<file path="src/rtl/regfile_dump_if.sv">
// Register-file read port plus the (address, data) beat stream of the dump reader.
interface regfile_dump_if #(
  parameter int ADDRESS_WIDTH = 5,
  parameter int DATA_WIDTH    = 32
);
  logic [ADDRESS_WIDTH-1:0] ad1;
  logic [ADDRESS_WIDTH-1:0] ad2;
  logic [DATA_WIDTH-1:0]    rd1;
  logic [DATA_WIDTH-1:0]    rd2;
  logic                     out_valid;
  logic                     out_ready;
  logic [ADDRESS_WIDTH-1:0] out_addr;
  logic [DATA_WIDTH-1:0]    out_data;

  modport master (
    output ad1, ad2, out_valid, out_addr, out_data,
    input  rd1, rd2, out_ready
  );

  modport slave (
    input  ad1, ad2, out_valid, out_addr, out_data,
    output rd1, rd2, out_ready
  );
endinterface

</file>
<file path="src/rtl/regfile_dump.sv">
// Streams every register as (address, data) beats, reading two registers per pair.
// Optional REGFILE_DUMP_SKIP_ZERO_EN suppresses the beat for hardwired register 0.
module regfile_dump #(
  parameter int ADDRESS_WIDTH = 5,
  parameter int DATA_WIDTH    = 32,
  parameter int NUM_REGS      = 32
) (
  input  logic           clk,
  input  logic           rst,
  input  logic           start,
  output logic           busy,
  output logic           done,
  output logic           rf_we_block,
  regfile_dump_if.master bus
);

  typedef enum logic [2:0] {
    S_IDLE, S_ISSUE, S_CAPTURE, S_SEND_LO, S_SEND_HI, S_DONE
  } state_t;

  // One extra bit so idx+2 reaches NUM_REGS without wrapping at 2**ADDRESS_WIDTH
  localparam logic [ADDRESS_WIDTH:0] LAST_P2 = (ADDRESS_WIDTH+1)'(NUM_REGS);

  state_t                  r_state, w_next;
  logic [ADDRESS_WIDTH:0]  r_idx, w_idx_next;
  logic [ADDRESS_WIDTH:0]  w_idx_p1, w_idx_p2;
  logic [DATA_WIDTH-1:0]   r_lo, r_hi;
  logic                    w_hs;

  assign w_idx_p1 = r_idx + (ADDRESS_WIDTH+1)'(1);
  assign w_idx_p2 = r_idx + (ADDRESS_WIDTH+1)'(2);
  assign w_hs     = bus.out_valid && bus.out_ready;

  always_ff @(posedge clk or posedge rst) begin
    if (rst) begin
      r_state <= S_IDLE;
      r_idx   <= '0;
      r_lo    <= '0;
      r_hi    <= '0;
    end else begin
      r_state <= w_next;
      r_idx   <= w_idx_next;
      if (r_state == S_CAPTURE) begin
        r_lo <= bus.rd1;
        r_hi <= bus.rd2;
      end
    end
  end

  always_comb begin
    w_next        = r_state;
    w_idx_next    = r_idx;
    busy          = (r_state != S_IDLE);
    done          = 1'b0;
    bus.ad1       = '0;
    bus.ad2       = '0;
    bus.out_valid = 1'b0;
    bus.out_addr  = '0;
    bus.out_data  = '0;
    case (r_state)
      S_IDLE: begin
        if (start) begin
          w_idx_next = '0;
          w_next     = S_ISSUE;
        end
      end
      S_ISSUE: begin
        bus.ad1 = r_idx[ADDRESS_WIDTH-1:0];
        bus.ad2 = w_idx_p1[ADDRESS_WIDTH-1:0];
        w_next  = S_CAPTURE;
      end
      S_CAPTURE: begin
        bus.ad1 = r_idx[ADDRESS_WIDTH-1:0];
        bus.ad2 = w_idx_p1[ADDRESS_WIDTH-1:0];
`ifdef REGFILE_DUMP_SKIP_ZERO_EN
        w_next  = (r_idx == '0) ? S_SEND_HI : S_SEND_LO;
`else
        w_next  = S_SEND_LO;
`endif
      end
      S_SEND_LO: begin
        bus.out_valid = 1'b1;
        bus.out_addr  = r_idx[ADDRESS_WIDTH-1:0];
        bus.out_data  = r_lo;
        if (w_hs) w_next = S_SEND_HI;
      end
      S_SEND_HI: begin
        bus.out_valid = 1'b1;
        bus.out_addr  = w_idx_p1[ADDRESS_WIDTH-1:0];
        bus.out_data  = r_hi;
        if (w_hs) begin
          if (w_idx_p2 == LAST_P2) begin
            w_next = S_DONE;
          end else begin
            w_idx_next = w_idx_p2;
            w_next     = S_ISSUE;
          end
        end
      end
      S_DONE: begin
        done   = 1'b1;
        w_next = S_IDLE;
      end
      default: w_next = S_IDLE;
    endcase
    rf_we_block = busy;
  end

endmodule

</file>
<file path="src/flat_wrapper.sv">
// flat-port wrapper written by rule: the top's interface ports become plain ports
module regfile_dump_flat 
#(
  parameter int ADDRESS_WIDTH = 5,
  parameter int DATA_WIDTH    = 32,
  parameter int NUM_REGS      = 32
)
  (clk, rst, start, busy, done, rf_we_block, bus_ad1, bus_ad2, bus_out_valid, bus_out_addr, bus_out_data, bus_rd1, bus_rd2, bus_out_ready);
  regfile_dump_if #(.ADDRESS_WIDTH(ADDRESS_WIDTH), .DATA_WIDTH(DATA_WIDTH)) bus_i ();
  input  logic clk;
  input  logic rst;
  input  logic start;
  output logic busy;
  output logic done;
  output logic rf_we_block;
  output wire logic [$bits(bus_i.ad1)-1:0] bus_ad1;
  output wire logic [$bits(bus_i.ad2)-1:0] bus_ad2;
  output wire logic [$bits(bus_i.out_valid)-1:0] bus_out_valid;
  output wire logic [$bits(bus_i.out_addr)-1:0] bus_out_addr;
  output wire logic [$bits(bus_i.out_data)-1:0] bus_out_data;
  input wire logic [$bits(bus_i.rd1)-1:0] bus_rd1;
  input wire logic [$bits(bus_i.rd2)-1:0] bus_rd2;
  input wire logic [$bits(bus_i.out_ready)-1:0] bus_out_ready;
  assign bus_ad1 = bus_i.ad1;
  assign bus_ad2 = bus_i.ad2;
  assign bus_out_valid = bus_i.out_valid;
  assign bus_out_addr = bus_i.out_addr;
  assign bus_out_data = bus_i.out_data;
  assign bus_i.rd1 = bus_rd1;
  assign bus_i.rd2 = bus_rd2;
  assign bus_i.out_ready = bus_out_ready;
  regfile_dump #(.ADDRESS_WIDTH(ADDRESS_WIDTH), .DATA_WIDTH(DATA_WIDTH), .NUM_REGS(NUM_REGS)) u_core (.clk(clk), .rst(rst), .start(start), .busy(busy), .done(done), .rf_we_block(rf_we_block), .bus(bus_i));
endmodule
</file>
<file path="config.mk">
export PLATFORM = sky130hd
export DESIGN_NAME = regfile_dump_flat
export DESIGN_NICKNAME = d
export VERILOG_FILES = /design/src/rtl/regfile_dump_if.sv /design/src/rtl/regfile_dump.sv /design/src/flat_wrapper.sv
export SDC_FILE = /design/constraint.sdc
export NUM_CORES = 1
export LEC_CHECK = 0
export CAP_MARGIN = 15
export CORE_MARGIN = 2
export CORE_UTILIZATION = 40
export CTS_CLUSTER_DIAMETER = 150
export DETAILED_ROUTE_END_ITERATION = 7
export GPL_TIMING_DRIVEN = 0
export PLACE_DENSITY = 0.75
export SYNTH_ARGS = -nofsm -noshare
export SYNTH_HDL_FRONTEND = slang
export SYNTH_SLANG_ARGS = --single-unit
export TNS_END_PERCENT = 30
</file>
<file path="constraint.sdc">
create_clock -name clk -period 2.42 [get_ports clk]
set_clock_uncertainty 0.05 [all_clocks]
set_input_delay 0.484 -clock clk [delete_from_list [all_inputs] [get_ports clk]]
set_output_delay 0.484 -clock clk [all_outputs]
set_load 0.02 [all_outputs]
</file>
# == After elaboration in Yosys (flattened, before gate mapping) ==
# Index checks and enable logic that the tools add are counted.
# op_classes
n_mux,15
n_eq_ne,10
n_addsub,2
n_reduce_logical,8
# ops
operator,n
$pmux 32 s2,1
$mux 6,3
$pmux 3 s5,1
$mux 3,4
$pmux 6 s2,1
$mux 5,2
$pmux 5 s2,1
$add 6x2->6 const B,1
$eq 3x2->1 const B,2
$eq 3x3->1 const B,2
$eq 6x6->1 const B,1
$add 5x1->5 const B,1
$ne 2x1->1 const B,2
$ne 2x2->1 const B,2
$reduce_and 4->1,1
$reduce_or 2->1,2
$eq 3x1->1 const B,1
$logic_not 3->1,1
$reduce_and 3->1,1
$reduce_bool 3->1,1
$mux 1,2
$reduce_bool 2->1,1
$logic_and 1x1->1,1
# totals
wordCells,39
out_inout_bits,51
reg_bits,73
inputBits,68

# == Longest topological paths before layout ==
# Gate-level depths: netlist of run 1.
# depth
depth_word,6
ltp_mapped,6
depth_no_buf,5

# == Worst setup path before layout of run 1 ==
# No wires, ideal clock.
# synth_path
path_kind,reg-to-output
startpoint,register u_core.r_state[0]
endpoint,output port bus_out_data[15]
slack_ns,0.378
t_arrival_ns,1.508
t_required_ns,1.886
path_stages_with_launch,5
path_buffers,2
path_cell_list,dfrtp_1 buf_2 nor3b_2 clkbuf_1 a22o_1
# synth_via
elab_chain_len,2
elab_cells_between_ends,3
cone_classes,2 x eq/ne; 1 x mux
# synth_lines
element,line,source
from (decl),regfile_dump.sv:24,"state_t r_state, w_next;"
from (signal assigned),regfile_dump.sv:41,r_state <= w_next;
$eq 3x3->1 or $eq 3x2->1 (tied branches),regfile_dump.sv:60,case (r_state)
$pmux 32 s2 (*),regfile_dump.sv:60,
to (decl),flat_wrapper.sv:20,output wire logic [$bits(bus_i.out_data)-1:0] bus_out_data;
# Mark *: on every way between the ends. The rest lies on a longest branch, timed or not.

# == Final worst setup path of run 1 ==
# layout_path
startpoint,register u_core.r_state[0]
endpoint,output port bus_out_data[7]
# Same word-level chain as after synthesis.

==> impl_results.md, run 1 <==
* Gr usage total at 18.5%
* Commonest cells after routing, fill and taps aside: 72 x dfrtp_1, 68 x clkdlybuf4s50_1, 65 x mux2_2
* Max-Cap Viols at 0
* Final period utilization at between 90% and 100%
* Hold Path End: u_core.r_lo[26]$_DFFE_PP0N_
* Minimum clock period at 2.40 ns
* Synth Register Bits at 72
* H-tree levels at 3
* Layout Nets at 452
* Setup Viol. Count Final at 0
* Syn nets at 320
* Status: finished, final reports clean
* Worst flop-to-flop path endpoint: u_core.r_idx[4]$_DFFE_PP0P_
* Synth unique cells at 40
* Placeable core area at 8180 um^2
* Worst Setup Path Type: flip-flop to output pin
* Hold Path Depth at 1
* GRT Residual Overflow at 0
* Clock root cell: clkbuf_8
* Number of global-route vias before repair at 2573
* Worst setup SP type: flip-flop
* Slew Viols, Final at 0
* Row Count at 33
* I/O pins at 119
* CTS tree: yes
* R2r setup slk at 0.51 ns
* Layout cells sized above 1 at 39.4%
* Reg2reg start: u_core.r_idx[1]$_DFFE_PP0P_
* Synth warn at 0
* CP required at approximately 1.9 ns
* TritonCTS buffer count at 9
* Slew HR at between 40 and 50%
* Post-Syn Area at 3350 um^2
* Initial DRT Pass Iterations at 4
* Fmax at 417 MHz
* Clock slew at reported path FFs at roughly 0.070 ns
* Ant. Diodes at 0
* Later-pin clock latency in the skew report at 0.33 ns
* Post-Syn Instances at 251
* DRT iter0 DRCs at 61
* Crit path max fanout at 10
* Util after Layout at 59.3%
* First-pass GRT wire length at 12800 um
* Final worst slack at roughly 0.022 ns
* Synth area leaders: dfrtp_1 54%, mux2_2 22%, a22o_1 8.4%
* Met3 WL at 549 um
* Residual DRC count at 0
* WL/cell at 16.5 um
* Starting density of the core at about two fifths
* Worst reg2reg path depth at 5
* Top Metal Used: met4
* Routability cong. at 0.794
* Syn-to-layout area delta at 44.6%
* Min Hold Slack at 0.458 ns
* Fin. Hold Viols at 0
* Most common cell after layout, fill and taps aside: dfrtp_1
* Die W at between 90 and 100 um
* Inst Count DP at ~470
* Largest net degree at the start of global routing at 73
* RSZ-0062 raised after global routing: yes
* DR WL met2 at between 3000 and 4000 um
* Peak supply drop at 556 uV
* WL final at 8120 um
* Die Y at 95.6 um
* Worst slack, placed at -0.320 ns
* Total clock sinks at 72
* Hold_sp: u_core.r_lo[26]$_DFFE_PP0N_
* Vias per cell at between 5 and 6
* Initial antenna violation count at 0
* Hold crit path type: flip-flop to flip-flop
* Metal-1 WL at roughly 3600 um
* CP endpoint kind: output pin
* Clock Tree Buf Depth at 2
* PwrDens at roughly 1200 nW/um^2
* Post-DP HPWL at around 5700 um
* Post-cts hold buffer count at 0
* Arrival @ worst endpoint at 1.86 ns
* Setup TNS Final at 0 ns
* Worst Max-Slew Pin Slew at 0.877 ns
* Mapped Avg Cell Area at 13.4 um^2
* LEAKAGE at 2.26 nW
* Sequential area share after synthesis at 53.7%
* Top-area cell type share of the netlist area at 53.7%
* Die Footprint at 9130 um^2
* Post-Layout Cell Count at 493
* Vias at ~2500
* Buffers on Ports at approximately 120
* DRT antenna net count at 0
* Area leader, netlist: dfrtp_1
==> Yosys cell counts <==
library cell	n
nand4_1	2
nand2_1	5
mux2_2	65
nand3b_1	1
a31oi_1	1
a32oi_1	1
dfrtp_1	72
and4_2	1
xnor2_1	2
o21ai_0	3
a21oi_1	2
conb_1	1
and3b_1	2
and3_1	1
inv_1	4
nand4bb_1	1
o41ai_2	1
and2_1	6
buf_2	7
and3_2	1
a22o_1	32
nor2_1	5
ha_1	1
or3_4	1
and2_2	3
a31o_2	1
a311oi_4	1
o211ai_1	1
o21ai_1	1
nor3b_1	1
or3_1	1
or2_2	1
a2bb2oi_1	1
nor3_1	5
clkbuf_1	4
buf_4	8
nor3b_2	1
buf_6	1
nand3_1	2
and4_1	1
==> registers in the layout, summed over array words and instances, names as in the netlist <==
name / cells
u_core.r_idx: 5
u_core.r_lo: 32
u_core.r_hi: 32
u_core.r_state: 3
==> metal layers <==
layer,vias up,GRT usage [%]
met4,0,5.83
met5,-,0
met2,88,29.7
met1,1246,24.7
li1,1185,-
met3,13,4.35
==> cells by family (layout without fill, tap and decap cells) <==
| group | after synthesis | count (layout) | share of synthesized area (%) |
|---|---|---|---|
| other | 1 | 1 | 0.112 |
| DFF | 72 | 72 | 53.7 |
| buffers and inverters | 24 | 161 | 4.07 |
| muxes | 65 | 65 | 21.8 |
| and+or+nand+nor | 41 | 41 | 7.68 |
| xor gates and xnor gates | 2 | 2 | 0.522 |
| AOI/OAI and AO/OA | 45 | 45 | 11.7 |
| adders and majority gates | 1 | 1 | 0.373 |
==> power breakdown <==
part           switching (mW)  internal [mW]
registers               0.311           1.80
clock network           0.449          0.455
logic                    1.26           1.44
==> worst max-delay path, cell delays in order, from the launching register on <==
cell and delay, ns:
dfrtp_1 0.36, buf_4 0.17, nor3b_4 0.29, clkbuf_8 0.23
a22o_1 0.15, dlygate4sd2_1 0.33
==> stage by stage <==
| stage | total power, mW | area, um^2 |
|---|---|---|
| 3_5_place_dp | 4.90 | 4660 |
| 3_3_place_gp | 4.81 | 4660 |
| 6_report | 5.72 | 4850 |
| 5_1_grt | 6.10 | 4850 |
| 2_1_floorplan | 3.89 | 3350 |
| 4_1_cts | 5.69 | 4810 |
==> layout make-up <==
cell class	instances	area, um^2
clock inverters	4	27.5
well taps	105	131
clock buffers	12	165
flip-flops and latches	72	1800
fillers	704	3320
multi-input cells	155	1440
plain buffers	19	161
repair buffers	122	1110
inverters	4	17.5
==> repair_timing <==
action,4_1_cts,5_1_grt
resized for setup,124,41
setup endpoints to repair,46,49
hold endpoints to repair,0,0
pin swaps,2,4
setup buffers,1,4
gates cloned,0,0
==> worst max path at each step <==
stage,to,slack (ns),depth (start not counted),start
global placement,u_core.r_hi[30]$_DFFE_PP0N_,-1.15,2,rst
floorplan,u_core.r_hi[0]$_DFFE_PP0N_,0.06,1,rst
CTS,bus_ad1[4],-0.24,5,u_core.r_state[0]$_DFFE_PP0P_
detailed placement,bus_out_data[27],-0.32,5,u_core.r_state[0]$_DFFE_PP0P_
global route,bus_out_data[7],-0.05,5,u_core.r_state[0]$_DFFE_PP0P_
finish,bus_out_data[7],0.02,5,u_core.r_state[0]$_DFFE_PP0P_
Power figures use the tool's default switching activity.
==> run 2: changes to the inputs <==
--- a/config.mk
+++ b/config.mk
@@ -6,12 +6,12 @@
 export NUM_CORES = 1
 export LEC_CHECK = 0
 export CAP_MARGIN = 15
-export CORE_MARGIN = 2
+export CORE_MARGIN = 5
 export CORE_UTILIZATION = 40
 export CTS_CLUSTER_DIAMETER = 150
 export DETAILED_ROUTE_END_ITERATION = 7
 export GPL_TIMING_DRIVEN = 0
-export PLACE_DENSITY = 0.75
+export PLACE_DENSITY = 0.73
 export SYNTH_ARGS = -nofsm -noshare
 export SYNTH_HDL_FRONTEND = slang
 export SYNTH_SLANG_ARGS = --single-unit
==> constraint.sdc (replaced) <==
create_clock -name clk -period 2.5 [get_ports clk]
set_clock_uncertainty 0.05 [all_clocks]
set_input_delay 0.5 -clock clk [delete_from_list [all_inputs] [get_ports clk]]
set_output_delay 0.5 -clock clk [all_outputs]
set_load 0.02 [all_outputs]
==> run 2 against run 1 <==
Hold slack is essentially flat. Clock power fell by 6.8%. Routed wire length is 2.7% higher. Core utilization shrank 0.40 points. Via count down 0.87%. Critical endpoint is now bus_out_data[4]. Cell count fell by 0.81%.
==> impl_results.md, run 2 (synthesis gave the netlist of run 1 again) <==
* Status: finished, final reports clean
* Util after Layout at between 50 and 60%
* CP endpoint kind: output pin
* Buffers on Ports at 117
* Crit path max fanout at 10
* H-tree levels at 3
* CP required at 1.95 ns
* Worst Max-Slew Pin Slew at 0.868 ns
* Worst Setup Path Type: flip-flop to output pin
* Die Y at 102 um
* Critical path's largest stage delay at around 0.37 ns
* Post-cts hold buffer count at 0
* Routability cong. at ~0.81
* Worst flop-to-flop path endpoint: u_core.r_idx[4]$_DFFE_PP0P_
* Fmax at 404 MHz
* DRT iter0 DRCs at 78
* Layout cells sized above 1 at 35.2%
* Hold_sp: u_core.r_lo[9]$_DFFE_PP0N_
* Hold crit path type: flip-flop to flip-flop
* Later-pin clock latency in the skew report at 0.34 ns
* Starting density of the core at between 40 and 50%
* GRT Residual Overflow at 0
* Final period utilization at 98.9%
* Biggest regs: u_core.r_hi (32), u_core.r_lo (32), u_core.r_idx (5)
* Fin. Hold Viols at 0
* Number of global-route vias before repair at 2691
* WL/cell at 17.1 um
* Clock slew at reported path FFs at 0.07 ns
* RSZ-0062 raised after global routing: yes
* Worst setup SP type: flip-flop
* Layout Nets at 448
* Ant. Diodes at 0
* Vias at 2510
* Total clock sinks at 72
* Crit. Startpoint: u_core.r_state[0]$_DFFE_PP0P_
* Inst Count DP at 473
* Clock Tree Buf Depth at 2
* I/O pins at 119
* Worst reg2reg path depth at 5
* Placeable core area at 8180 um^2
* Die Footprint at 10300 um^2
* R2r setup slk at 0.60 ns
* WL final at 8340 um
* Arrival @ worst endpoint at 1.92 ns
* Post-Layout Cell Count at 489
* Sequential cell area at 1800 um^2
* TritonCTS buffer count at 9
* Max-Cap Viols at 0
* Multi-input gate area at approximately 1400 um^2
* Minimum clock period at 2.47 ns
* Hold Path Depth at 1
* Most common cell after layout, fill and taps aside: clkdlybuf4s50_1
* LEAKAGE at 2.17 nW
* DRT antenna net count at 0
* CP cell instances: buf_4 -> nor3b_4 -> clkbuf_8 -> a22o_1 -> dlygate4sd2_1
* Slew Viols, Final at 0
* PwrDens at 1130 nW/um^2
* Largest net degree at the start of global routing at 73
* Slew HR at between 40% and 50%
* Commonest cells after routing, fill and taps aside: 73 x clkdlybuf4s50_1, 72 x dfrtp_1, 65 x mux2_2
* CP max stage cell: dfrtp_1
* Row Count at 33
* Post-DP HPWL at 6060 um
* Reg2reg start: u_core.r_idx[1]$_DFFE_PP0P_
* Vias per cell at 5.13
* Setup Viol. Count Final at 0
* First-pass GRT wire length at 13500 um
* Fillers at 707
* Residual DRC count at 0
* Hold Path End: u_core.r_lo[9]$_DFFE_PP0N_
* CTS tree: yes
* Peak supply drop at 567 uV
* Syn-to-layout area delta at 43.6%
* Die W at ~100 um
* Critical path buffers and inverters at 3
* Initial DRT Pass Iterations at 4
* CP top delay family: buffers and inverters
* Gr usage total at between 15 and 20%
* Clock root cell: clkbuf_8
* Initial antenna violation count at 0
run 2: area by class of cell:
cell class | instances | share of cell area, %
sequential | 72 | 37.4
tap | 105 | 2.73
timing repair buffer | 118 | 22.6
inverter | 4 | 0.364
buffer | 19 | 3.35
multi-input combinational | 155 | 29.8
clock buffer | 12 | 3.22
clock inverter | 4 | 0.571
run 2: how the worst max path moves through the flow:
stage                                             end  slack [ns]  cells after the start
final                                 bus_out_data[4]        0.03                      5
after global routing                  bus_out_data[4]       -0.08                      5
after CTS                                  bus_ad1[4]       -0.04                      5
after detailed placement             bus_out_data[28]       -0.27                      5
after global placement    u_core.r_lo[26]$_DFFE_PP0N_       -1.12                      2
after floorplan            u_core.r_hi[0]$_DFFE_PP0N_        0.13                      1
run 2: layer usage:
metal | up-vias | track usage [%] | share of wire, %
li1 | 1180 | - | -
met1 | 1250 | 21.6 | 41
met2 | 73 | 28.2 | 51
met3 | 7 | 5.23 | 7.2
met4 | 0 | 3.99 | 0.65
met5 | - | 0 | 0
run 2: power breakdown:
group | total [mW] | internal [mW] | leakage [nW] | switching (mW)
sequential | 2.04 | 1.74 | 0.860 | 0.302
combinational | 2.58 | 1.37 | 1.22 | 1.21
clock | 0.842 | 0.417 | 0.0967 | 0.425
run 2: stage by stage:
step                      cell area [um^2]  hold slack [ns]  setup slack, ns  power, mW  TNS [ns]
after global placement                4660            0.439            -1.12       4.67    -85.73
after global routing                  4820            0.474          -0.0798       5.83    -0.708
after floorplan                       3350            0.431            0.125       3.77         0
final                                 4820            0.459           0.0275       5.46         0
after CTS                             4810            0.463          -0.0428       5.51   -0.0833
after detailed placement              4660            0.446           -0.275       4.76     -5.83
run 2: what timing repair did:
item / 4_1_cts / 5_1_grt
resized for setup: 91 / 31
pin swaps: 1 / 2
setup buffers: 0 / 1
hold endpoints to repair: 0 / 0
setup endpoints to repair: 44 / 41
==> run 3: changes to the inputs <==
--- a/config.mk
+++ b/config.mk
@@ -6,7 +6,6 @@
 export NUM_CORES = 1
 export LEC_CHECK = 0
 export CAP_MARGIN = 15
-export CORE_MARGIN = 5
 export CORE_UTILIZATION = 40
 export CTS_CLUSTER_DIAMETER = 150
 export DETAILED_ROUTE_END_ITERATION = 7
==> run 3 against run 2 <==
Non-clock buffer count increased by 3. Sequential share of layout area decreased by 0.54 points. Critical path depth unchanged. Critical endpoint is now bus_out_data[3]. Largest cell class unchanged. Routed wire length decreased by 8.4%. Worst setup slack got worse by 0.019 ns. Die area decreased by 15%. Cell count increased by 0.61%.
==> impl_results.md, run 3 (synthesis gave the netlist of run 1 again) <==
* I/O pins at 119
* Setup TNS Final at 0 ns
* Die Footprint at approximately 9000 um^2
* Placeable core area at 8180 um^2
* Largest net degree at the start of global routing at between 70 and 80
* PwrDens at 1170 nW/um^2
* TritonCTS buffer count at 9
* Crit path max fanout at 10
* Hold crit path type: flip-flop to flip-flop
* Worst slack, placed at -0.282 ns
* Util after Layout at between 50% and 60%
* Residual DRC count at 0
* CP endpoint kind: output pin
* Number of global-route vias before repair at 2518
* Slew Viols, Final at 0
* CP top delay family: buffers and inverters
* Vias per cell at 5.04
* Fin. Hold Viols at 0
* Biggest regs: u_core.r_hi (32), u_core.r_lo (32), u_core.r_idx (5)
* Later-pin clock latency in the skew report at ~0.34 ns
* Initial DRT Pass Iterations at 4
* WL/cell at 15.5 um
* Most common cell after layout, fill and taps aside: dfrtp_1
* WL final at 7640 um
* LEAKAGE at 2.21 nW
* Critical path buffers and inverters at 3
* Ant. Diodes at 0
* Clock slew at reported path FFs at 0.08 ns
* Critical path's largest stage delay at 0.36 ns
* Hold_sp: u_core.r_hi[0]$_DFFE_PP0N_
* CTS tree: yes
* Reg2reg start: u_core.r_idx[1]$_DFFE_PP0P_
* Status: finished, final reports clean
* DRT antenna net count at 0
* CP max stage cell: dfrtp_1
* Min Hold Slack at 0.458 ns
* Fmax at around 400 MHz
* CP required at 1.95 ns
* R2r setup slk at 0.60 ns
* Clock root cell: clkbuf_8
* Gr usage total at a little under a fifth
* Buffers on Ports at 117
* Die Y at 93.6 um
* Final Power at between 5 and 6 mW
* Row Count at 33
* Clock Tree Buf Depth at 2
* Layout cells sized above 1 at 37.0%
* Commonest cells after routing, fill and taps aside: 72 x dfrtp_1, 69 x clkdlybuf4s50_1, 65 x mux2_2
* Minimum clock period at 2.49 ns
* Initial antenna violation count at 0
* First-pass GRT wire length at 12200 um
* Worst setup SP type: flip-flop
* Peak supply drop at 524 uV
* Vias at between 2000 and 2500
* DRT iter0 DRCs at between 40 and 50
* Starting density of the core at 41.0%
* CP cell instances: buf_2 -> nor3b_4 -> clkbuf_8 -> a22o_1 -> dlygate4sd2_1
* Hold Path End: u_core.r_hi[0]$_DFFE_PP0N_
* RSZ-0062 raised after global routing: yes
* Worst flop-to-flop path endpoint: u_core.r_idx[4]$_DFFE_PP0P_
* Post-cts hold buffer count at 0
* Total clock sinks at 72
* Syn-to-layout area delta at 45.7%
* H-tree levels at 3
* Die W at 93.6 um
* Setup Viol. Count Final at 0
* Hold Path Depth at 1
* Routability cong. at approximately 0.75
* Final period utilization at 99.7%
* Final worst slack at ~0.0082 ns
* Worst Setup Path Type: flip-flop to output pin
* Layout Nets at 451
* Slew HR at 42.4%
* Arrival @ worst endpoint at 1.94 ns
* GRT Residual Overflow at 0
* Worst reg2reg path depth at 5
* Post-DP HPWL at 5430 um
* Worst Max-Slew Pin Slew at roughly 0.86 ns
* Max-Cap Viols at 0
run 3: cell types whose count changed in the layout (fill, tap and decap cells not counted), moves of 3 or more:
cell,change
dlygate4sd2_1,-6
buf_4,+5
clkbuf_2,+3
bufinv_16,+3
clkdlybuf4s50_1,-4
run 3: area by class of cell:
class | count | area (um^2)
Multi-Input combinational cell | 155 | 1440
Timing Repair Buffer | 121 | 1110
Inverter | 4 | 17.5
Clock buffer | 11 | 131
Clock inverter | 5 | 105
Fill cell | 711 | 3290
Buffer | 19 | 159
Tap cell | 105 | 131
Sequential cell | 72 | 1800
run 3: worst register-to-register path: stages (launching register included):
cell	delay, ns
dfrtp_1	0.44
ha_1	0.30
or3_4	0.40
a311oi_4	0.35
nand2_1	0.12
a21oi_1	0.16
run 3: layer usage:
| metal | GRT usage, % | routed length [um] | up-vias |
|---|---|---|---|
| met5 | 0 | 0 | - |
| li1 | - | - | 1184 |
| met3 | 5.04 | 502 | 11 |
| met1 | 24.3 | 3400 | 1209 |
| met4 | 6.54 | 114 | 0 |
| met2 | 29.5 | 3620 | 74 |
run 3: worst max path at each step:
| stage | start | cells past startpoint | end |
|---|---|---|---|
| detailed placement | u_core.r_state[0]$_DFFE_PP0P_ | 5 | bus_out_data[27] |
| global route | u_core.r_state[0]$_DFFE_PP0P_ | 5 | bus_out_data[3] |
| finish | u_core.r_state[0]$_DFFE_PP0P_ | 5 | bus_out_data[3] |
| global placement | rst | 2 | u_core.r_lo[28]$_DFFE_PP0N_ |
| CTS | u_core.r_state[0]$_DFFE_PP0P_ | 5 | bus_out_addr[4] |
| floorplan | rst | 1 | u_core.r_hi[0]$_DFFE_PP0N_ |
run 3: repair_timing:
action / in CTS / in global routing
gates cloned: 0 / 0
gates resized for setup: 100 / 40
setup endpoints to repair: 44 / 39
setup buffers: 1 / 3
pin swaps: 2 / 1
hold endpoints to repair: 0 / 0
run 3: through the flow:
step	instance area (um^2)	instances
floorplan	3350	251
global placement	4660	473
detailed placement	4660	473
CTS	4880	489
global route	4890	492
finish	4890	492
run 3: report_power, final:
group	switching [mW]	internal (mW)
Combinational	1.21	1.37
Sequential	0.289	1.74
Clock	0.429	0.664
Total	1.92	3.78
